===== config.mk =====
export PLATFORM = sky130hd
export DESIGN_NAME = alu_sequencer
export DESIGN_NICKNAME = d
export VERILOG_FILES = /design/src/rtl/alu_sequencer.sv
export SDC_FILE = /design/constraint.sdc
export NUM_CORES = 1
export LEC_CHECK = 0
export ABC_AREA = 1
export CAP_MARGIN = 20
export CORE_MARGIN = 2
export CORE_UTILIZATION = 55
export CTS_CLUSTER_SIZE = 16
export DETAILED_ROUTE_END_ITERATION = 6
export DONT_BUFFER_PORTS = 1
export PLACE_DENSITY_LB_ADDON = 0.12
export SYNTH_ARGS = -nofsm -noshare
export SYNTH_HDL_FRONTEND = slang
export SYNTH_SLANG_ARGS = --single-unit

===== constraint.sdc =====
create_clock -name CLK -period 3.2 [get_ports CLK]
set_input_delay 0.64 -clock CLK [delete_from_list [all_inputs] [get_ports CLK]]
set_output_delay 0.64 -clock CLK [all_outputs]
set_load 0.02 [all_outputs]

===== src/rtl/alu_sequencer.sv =====
// Multi-cycle control sequencer for a combinational ALU: fetch/decode/execute,
// data-memory handshake, register write-back, and PC/FLAG/OVERFLOW ownership.
module alu_sequencer #(
  parameter int              PC_W      = 8,
  parameter logic [PC_W-1:0] HALT_ADDR = {PC_W{1'b1}}
) (
  input  logic            CLK,
  input  logic            RESET,
  input  logic            START,
  output logic            IMEM_REQ,
  output logic [PC_W-1:0] IMEM_ADDR,
  input  logic            IMEM_ACK,
  input  logic [8:0]      IMEM_DATA,
  output logic [2:0]      ALU_OP,
  output logic [2:0]      ALU_FUNC,
  output logic            ALU_FLAG_IN,
  output logic            ALU_OVF_IN,
  input  logic            ALU_FLAG_OUT,
  input  logic            ALU_OVF_OUT,
  input  logic            ALU_BR_EN,
  output logic            DMEM_REQ,
  output logic            DMEM_WE,
  input  logic            DMEM_ACK,
  output logic            REG_WE,
  output logic [2:0]      REG_WADDR,
  output logic            DONE
);

  typedef enum logic [2:0] {
    S_IDLE, S_FETCH, S_DECODE, S_EXEC, S_MEM, S_WB, S_HALT
  } state_t;

  localparam logic [2:0] OP_LW  = 3'b000;
  localparam logic [2:0] OP_SW  = 3'b001;
  localparam logic [2:0] OP_CEQ = 3'b100;
  localparam logic [2:0] OP_CLT = 3'b101;
  localparam logic [2:0] OP_O   = 3'b111;

  state_t          state_q;
  logic [PC_W-1:0] pc_q;
  logic [8:0]      instr_q;
  logic            flag_q, ovf_q, br_q;
  logic            imem_req_q, dmem_req_q, dmem_we_q, reg_we_q, done_q;
  logic [2:0]      alu_op_q, alu_func_q;

  logic [2:0]      op;
  logic            is_mem, is_br, taken_d, advance_d, halt_d;
  logic [PC_W-1:0] pc_d, offset;

  always_comb begin
    op       = instr_q[8:6];
    is_mem   = (op == OP_LW) || (op == OP_SW);
    // B0/B1 are the only O-type functions with FUNC[2:1] == 2'b11
    is_br    = (op == OP_CEQ) || (op == OP_CLT) ||
               ((op == OP_O) && (instr_q[2:1] == 2'b11));
    // The branch decision is live in EXEC and remembered for later PC updates
    taken_d  = (state_q == S_EXEC) ? ALU_BR_EN : br_q;
    offset   = taken_d ? {{(PC_W-3){instr_q[5]}}, instr_q[5:3]} : '0;
    pc_d     = pc_q + PC_W'(1) + offset;
    halt_d   = (pc_d == HALT_ADDR);
    advance_d = (state_q == S_WB) ||
                ((state_q == S_EXEC) && is_br) ||
                ((state_q == S_MEM) && DMEM_ACK && (op == OP_SW));
  end

  always_ff @(posedge CLK or posedge RESET) begin
    if (RESET) begin
      state_q    <= S_IDLE;
      pc_q       <= '0;
      instr_q    <= '0;
      flag_q     <= 1'b0;
      ovf_q      <= 1'b0;
      br_q       <= 1'b0;
      imem_req_q <= 1'b0;
      dmem_req_q <= 1'b0;
      dmem_we_q  <= 1'b0;
      reg_we_q   <= 1'b0;
      done_q     <= 1'b0;
      alu_op_q   <= '0;
      alu_func_q <= '0;
    end else begin
      reg_we_q <= 1'b0;
      case (state_q)
        S_IDLE: begin
          if (START) begin
            state_q    <= S_FETCH;
            imem_req_q <= 1'b1;
          end
        end
        S_FETCH: begin
          if (IMEM_ACK) begin
            instr_q    <= IMEM_DATA;
            imem_req_q <= 1'b0;
            state_q    <= S_DECODE;
          end
        end
        S_DECODE: begin
          alu_op_q   <= instr_q[8:6];
          alu_func_q <= instr_q[2:0];
          state_q    <= S_EXEC;
        end
        S_EXEC: begin
          flag_q <= ALU_FLAG_OUT;
          ovf_q  <= ALU_OVF_OUT;
          br_q   <= ALU_BR_EN;
          if (is_mem) begin
            state_q    <= S_MEM;
            dmem_req_q <= 1'b1;
            dmem_we_q  <= (op == OP_SW);
          end else if (!is_br) begin
            state_q  <= S_WB;
            reg_we_q <= 1'b1;
          end
        end
        S_MEM: begin
          if (DMEM_ACK) begin
            dmem_req_q <= 1'b0;
            dmem_we_q  <= 1'b0;
            if (op == OP_LW) begin
              state_q  <= S_WB;
              reg_we_q <= 1'b1;
            end
          end
        end
        S_WB: begin
        end
        S_HALT: begin
          if (START) begin
            pc_q       <= '0;
            done_q     <= 1'b0;
            state_q    <= S_FETCH;
            imem_req_q <= 1'b1;
          end
        end
        default: state_q <= S_IDLE;
      endcase

      // Common PC update for WB, branch/compare EXEC and store completion
      if (advance_d) begin
        pc_q <= pc_d;
        if (halt_d) begin
          state_q <= S_HALT;
          done_q  <= 1'b1;
        end else begin
          state_q    <= S_FETCH;
          imem_req_q <= 1'b1;
        end
      end
    end
  end

  assign IMEM_REQ    = imem_req_q;
  assign IMEM_ADDR   = pc_q;
  assign ALU_OP      = alu_op_q;
  assign ALU_FUNC    = alu_func_q;
  assign ALU_FLAG_IN = flag_q;
  assign ALU_OVF_IN  = ovf_q;
  assign DMEM_REQ    = dmem_req_q;
  assign DMEM_WE     = dmem_we_q;
  assign REG_WE      = reg_we_q;
  assign REG_WADDR   = instr_q[5:3];
  assign DONE        = done_q;

endmodule


==> impl_results.md, run 1 <==
* Synthesized cell area at 1960 um^2
* Diode count at 0
* Number of synthesis warnings at 0
* I/O pin count at 41
* Mean Syn Cell Area at 8.11 um^2
* Ranking of synthesized cells by area: dfrtp_1 (43%), nand2_1 (9.0%), nand3_1 (6.4%), inv_1 (6.1%), nor2_1 (4.0%)
* Final setup TNS at 0 ns
* Die extent in y at 63.7 um
* Final setup fails at 0
* Post-CTS Setup Bufs at 0
* Initial Util at 57.9%
* FF-to-FF End: state_q[0]
* Total net switching power at 0.00132 W
* RSZ-0062 raised after global routing: false
* Clk sinks at 34
* Most instantiated cells after synthesis: nand2_1 (47), dfrtp_1 (34), inv_1 (32)
* Pins Over Slew Limit at 0
* Initial antenna violation count at 0
* Total GRT Usage at 23.7%
* WP data required at 3.43 ns
* Vias in the first global route at 1598
* Endpoints failing hold at 0
* Share of cells above drive strength 1 at 18.2%
* Syn Inst Count at 242
* Clock Path Buffers at 2
* Crit path DAT at 2.98 ns
* Hold Worst Slack at 0.260 ns
* Hold buffers post-CTS at 0
* Final worst path period share at 85.8%
* Clock network fraction of total power at 15.3%
* Die W at 63.7 um
* Drt first pass iters at 4
* DR vias/cell at 5.53
* H-tree Lvls at 2
* Routed via count at 1620
* Setup Crit Path Kind: reg2reg
* Seq cells post-synth at 34
* 1st-iter DRT viols at 106
* Core area at 3390 um^2
* PortBufs at 0
* Die ar. at 4060 um^2
* Sequential share of power at 38.2%
* Gates resized, CTS repair at 0
* Slew HR at 55.2%
* R2R Setup Slk at 0.46 ns
* Int Pwr at 0.00130 W
* Gp weighted congestion at 0.872
* Post-Syn Nets at 264
* CTS tree: built
* # DRC at 0
* # rows at 21
* Highest Signal Layer: met4
* DP HPWL at 3130 um
* Critical Path Sink Type: register
* P_leak at 1.08 nW
* Worst VDD drop at 654 uV
* Routed Antenna Nets at 0
* Synth-to-Final Area Change at 7.71%
* Clock latency on the worst-skew pair at 0.35 ns
* Pwr dens at 1240 nW/um^2
* End of the critical path: state_q[0]
* Min Tclk post-route at 2.74 ns
* Metal-1 WL at 1950 um
* Top-count cell post-synth: nand2_1
* GRT overflow at 0
* Yosys top cell area share at 43.3%
* Net switching share of the total power at 50.4%
* Sequential area share after synthesis at 43.3%
* Wire length on met2 at 2020 um
* Reg2reg path depth at 17
* Clock skew at 0.0135 ns
* WL met3 at 309 um
* First-pass GRT wire length at 7450 um
* Hold Path Class: in2async
* Fmax at 0.364 GHz
* Critical path launch point type: register
* Status: complete, no violations
* Nets at 268
* Worst-Margin Slew at 0.671 ns
* Post-synth EDFFs at 0
* MaxCap Viol Count at 0
* Largest net degree at the start of global routing at 19
* Total Power at 0.00263 W
* Crit Path Max Fanout at 7
* Gate power share at 46.5%
* Reg-to-Reg Start: state_q[2]
* Number of library cell types mapped by synthesis at 31
* TritonCTS Buffers at 5
* Clk root buf: clkbuf_4
* Synth area leader: dfrtp_1
* Critical Path Start: state_q[2]
* Async set-reset flop share out of synthesis at 100%
* Clock Pin Slew Worst Setup and Hold Paths at 0.12 ns
* Post-Route WL at 4300 um
* Post-DR wirelength/cell at 14.7 um
* Top FF cell, synth: dfrtp_1
-- cell usage in the layout, fill, tap and decap left out, drive strengths merged --
| cell type | netlist | routed |
|---|---|---|
| o21ai | 17 | 17 |
| nand2 | 60 | 60 |
| clkbuf | 2 | 5 |
| fa | 1 | 1 |
| a221oi | 1 | 1 |
| o311ai | 1 | 1 |
| ha | 4 | 4 |
| buf | 4 | 3 |
| nand4 | 2 | 2 |
| nor2 | 25 | 25 |
| mux2 | 4 | 4 |
| o22ai | 4 | 4 |
| o41ai | 1 | 1 |
| o21bai | 2 | 2 |
| bufinv | 0 | 2 |
| dfrtp | 34 | 34 |
| inv | 37 | 37 |
| nand3 | 31 | 31 |
| clkinv | 0 | 1 |
| xor2 | 1 | 1 |
| nor3 | 1 | 1 |
| o32ai | 1 | 1 |
| a21oi | 9 | 9 |
-- power by group through the flow --
| stage | Clock (W) | Sequential, W | Combinational [W] |
|---|---|---|---|
| after global placement | 0 | 0.00101 | 0.00119 |
| after detailed placement | 0 | 0.00102 | 0.00120 |
| final | 0.000402 | 0.00100 | 0.00122 |
| after CTS | 0.000407 | 0.00101 | 0.00122 |
| after global routing | 0.000427 | 0.00104 | 0.00141 |
| after floorplan | 0 | 0.000931 | 0.00104 |
-- stage by stage --
step           worst slack [ns]  instance area [um^2]  cells  utilization, %
3_3_place_gp              0.572                  2010    285            59.2
3_5_place_dp              0.542                  2010    285            59.2
5_1_grt                   0.262                  2110    293            62.4
4_1_cts                   0.486                  2110    293            62.4
6_report                  0.456                  2110    293            62.4
2_1_floorplan             0.833                  1960    242               -
-- cells by family after synthesis --
group                      after synthesis  synth area share, %
xor gates and xnor gates                 1                0.446
buffers and inverters                   43                 8.86
adders and majority gates                5                 3.57
and+or+nand+nor                        119                 30.5
DFF                                     34                 43.3
AOI/OAI and AO/OA                       36                 11.0
muxes                                    4                 2.29
-- area by class of cell --
class / instances / area, um^2
fillers: 305 / 1270
multi-input cells: 165 / 938
flip-flops and latches: 34 / 851
inverters: 37 / 139
clock inverters: 3 / 68.8
well taps: 46 / 57.6
clock buffers: 5 / 37.5
repair buffers: 3 / 22.5
-- critical path: stages, from the launching register on --
cell and delay [ns]:
dfrtp_1 0.50, inv_2 0.17, nand3_4 0.14, nand2_4 0.11
nand2_4 0.08, nand2_1 0.10, ha_1 0.14, inv_1 0.04
fa_1 0.47, inv_1 0.05, nor2_1 0.09, nand3_1 0.10
nor2_1 0.13, nand3_1 0.10, nor2_2 0.15, nand3_2 0.12
nand3_1 0.08, o21ai_1 0.06
-- how the worst min path moves through the flow --
stage / from / endpoint / slack (ns) / cells after the start
5_1_grt: RESET / instr_q[6] / 0.31 / 1
3_3_place_gp: instr_q[0] / instr_q[0] / 0.49 / 2
4_1_cts: RESET / IMEM_ADDR[4] / 0.28 / 1
3_5_place_dp: instr_q[0] / instr_q[0] / 0.50 / 2
2_1_floorplan: instr_q[0] / instr_q[0] / 0.48 / 2
6_report: RESET / IMEM_ADDR[4] / 0.26 / 1
-- state kept, by name, indices dropped and copies added, names as in the netlist --
name         cells
ALU_OP           3
ALU_FLAG_IN      1
REG_WE           1
ALU_OVF_IN       1
ALU_FUNC         3
IMEM_REQ         1
instr_q          9
DONE             1
DMEM_REQ         1
br_q             1
DMEM_WE          1
state_q          3
IMEM_ADDR        8
-- metal layers --
layer  track usage [%]  vias to the layer above
met4              4.08                        0
met5                 0                        -
met3              8.98                        3
met2              37.1                       54
met1              31.9                      767
li1                  -                      796
Power figures use the tool's default switching activity.
==> run 2, diff against run 1 <==
- CORE_UTILIZATION: 55 -> 60
==> impl_results.md, run 2 (synthesis results as in run 1) <==
* Status: complete, no violations
* Placed cell count at 282
* Endpoints failing hold at 0
* Setup Crit Path Kind: reg2reg
* RSZ-0062 raised after global routing: false
* Post-CTS Setup Bufs at 0
* Vias in the first global route at 1438
* CTS tree: built
* Nets at 267
* Largest net degree at the start of global routing at 35
* Drt first pass iters at 4
* Die W at 61.2 um
* Clock Pin Slew Worst Setup and Hold Paths at 0.11 ns
* Most common cell after layout, fill and taps aside: nand2_1
* Total GRT Usage at 24.3%
* FF-to-FF End: state_q[0]
* Die extent in y at 61.2 um
* PortBufs at 0
* R2R Setup Slk at 0.52 ns
* Core area at 3080 um^2
* Critical Path Start: state_q[2]
* Total Power at 0.00263 W
* Final setup fails at 0
* Critical path launch point type: register
* MaxCap Viol Count at 0
* # DRC at 0
* Initial antenna violation count at 0
* Post-Route WL at 4050 um
* Hold Path Class: in2async
* Reg-to-Reg Start: state_q[2]
* WP data required at 3.44 ns
* Worst-Margin Slew at 0.621 ns
* H-tree Lvls at 2
* P_leak at 1.08 nW
* Final worst path period share at 83.9%
* Gp weighted congestion at 0.853
* Routed via count at 1623
* Largest register FFs at 9
* Crit Path Max Fanout at 7
* Initial Util at 63.8%
* Post-DR wirelength/cell at 14.0 um
* Final setup TNS at 0 ns
* I/O pin count at 41
* Hold buffers post-CTS at 0
* Crit path DAT at 2.92 ns
* # rows at 20
* Reg2reg path depth at 17
* Clock latency on the worst-skew pair at 0.34 ns
* Die ar. at 3750 um^2
* Min Tclk post-route at 2.68 ns
* Fmax at 0.373 GHz
* Critical Path Sink Type: register
* Finished Layout Cells at 290
* GRT overflow at 0
* DR vias/cell at 5.60
* Clock skew at 0.00279 ns
* Pins Over Slew Limit at 0
* Most frequent cells in the layout: nand2_1 (47), dfrtp_1 (34), inv_1 (32)
* DP HPWL at 3000 um
* Clk root buf: clkbuf_4
* TritonCTS Buffers at 5
* Gates resized, CTS repair at 0
* Synth-to-Final Area Change at 7.46%
* Clock Path Buffers at 2
* First-pass GRT wire length at 6620 um
* Pwr dens at 1250 nW/um^2
* Slew HR at 58.5%
* 1st-iter DRT viols at 144
* Filler instances at 256
* Clk sinks at 34
* Share of cells above drive strength 1 at 17.9%
* Routed Antenna Nets at 0
* Worst VDD drop at 630 uV
* Diode count at 0
* Top reg by flops: instr_q
[run 2: cell types whose count changed in the layout (fill, tap and decap cells not counted)]
cell      before  now
buf_4          3    2
clkbuf_8       0    1
clkinv_4       1    0
[run 2: routing by layer]
layer	vias up	GRT usage, %	part of all wire (%)
li1	791	-	-
met3	0	7.56	9.0
met2	71	35.0	45
met4	0	6.52	0
met1	761	35.7	46
met5	-	0	0
[run 2: final cells by class]
| cell class | count | area [um^2] | share of cell area (%) |
|---|---|---|---|
| clock buffers | 6 | 51.3 | 2.43 |
| inverters | 37 | 139 | 6.58 |
| flip-flops and latches | 34 | 851 | 40.3 |
| repair buffers | 2 | 15.0 | 0.712 |
| clock inverters | 2 | 60.1 | 2.85 |
| multi-input cells | 165 | 938 | 44.5 |
| well taps | 44 | 55.1 | 2.61 |
[run 2: how the worst max path moves through the flow]
stage                       endpoint  slack (ns)  cells after the start
after CTS                 state_q[0]        0.54                     17
after global routing      state_q[0]        0.27                     17
final                     state_q[0]        0.52                     17
after floorplan           state_q[0]        0.83                     15
after global placement    state_q[0]        0.61                     15
after detailed placement  state_q[0]        0.56                     17
[run 2: worst max-delay path: stages, from the launching register on]
cell     delay [ns]
dfrtp_1        0.49
inv_2          0.16
nand3_4        0.13
nand2_4        0.10
nand2_4        0.07
nand2_1        0.09
ha_1           0.14
inv_1          0.04
fa_1           0.48
inv_1          0.05
nor2_1         0.10
nand3_1        0.08
nor2_1         0.12
nand3_1        0.09
nor2_2         0.14
nand3_2        0.13
nand3_1        0.08
o21ai_1        0.06
[run 2: metrics by stage]
stage	util (%)	hold slack, ns	setup slack, ns	instance area [um^2]
after floorplan	-	0.478	0.833	1960
after global placement	64.9	0.492	0.609	2000
after detailed placement	64.9	0.501	0.562	2000
after CTS	68.5	0.266	0.539	2110
after global routing	68.5	0.291	0.274	2110
final	68.5	0.264	0.516	2110
[run 2: report_power, final]
part	internal, W	total [W]	leakage, nW	switching (W)
clock network	0.000265	0.000417	0.0585	0.000153
registers	0.000626	0.00100	0.411	0.000377
logic	0.000433	0.00121	0.612	0.000775
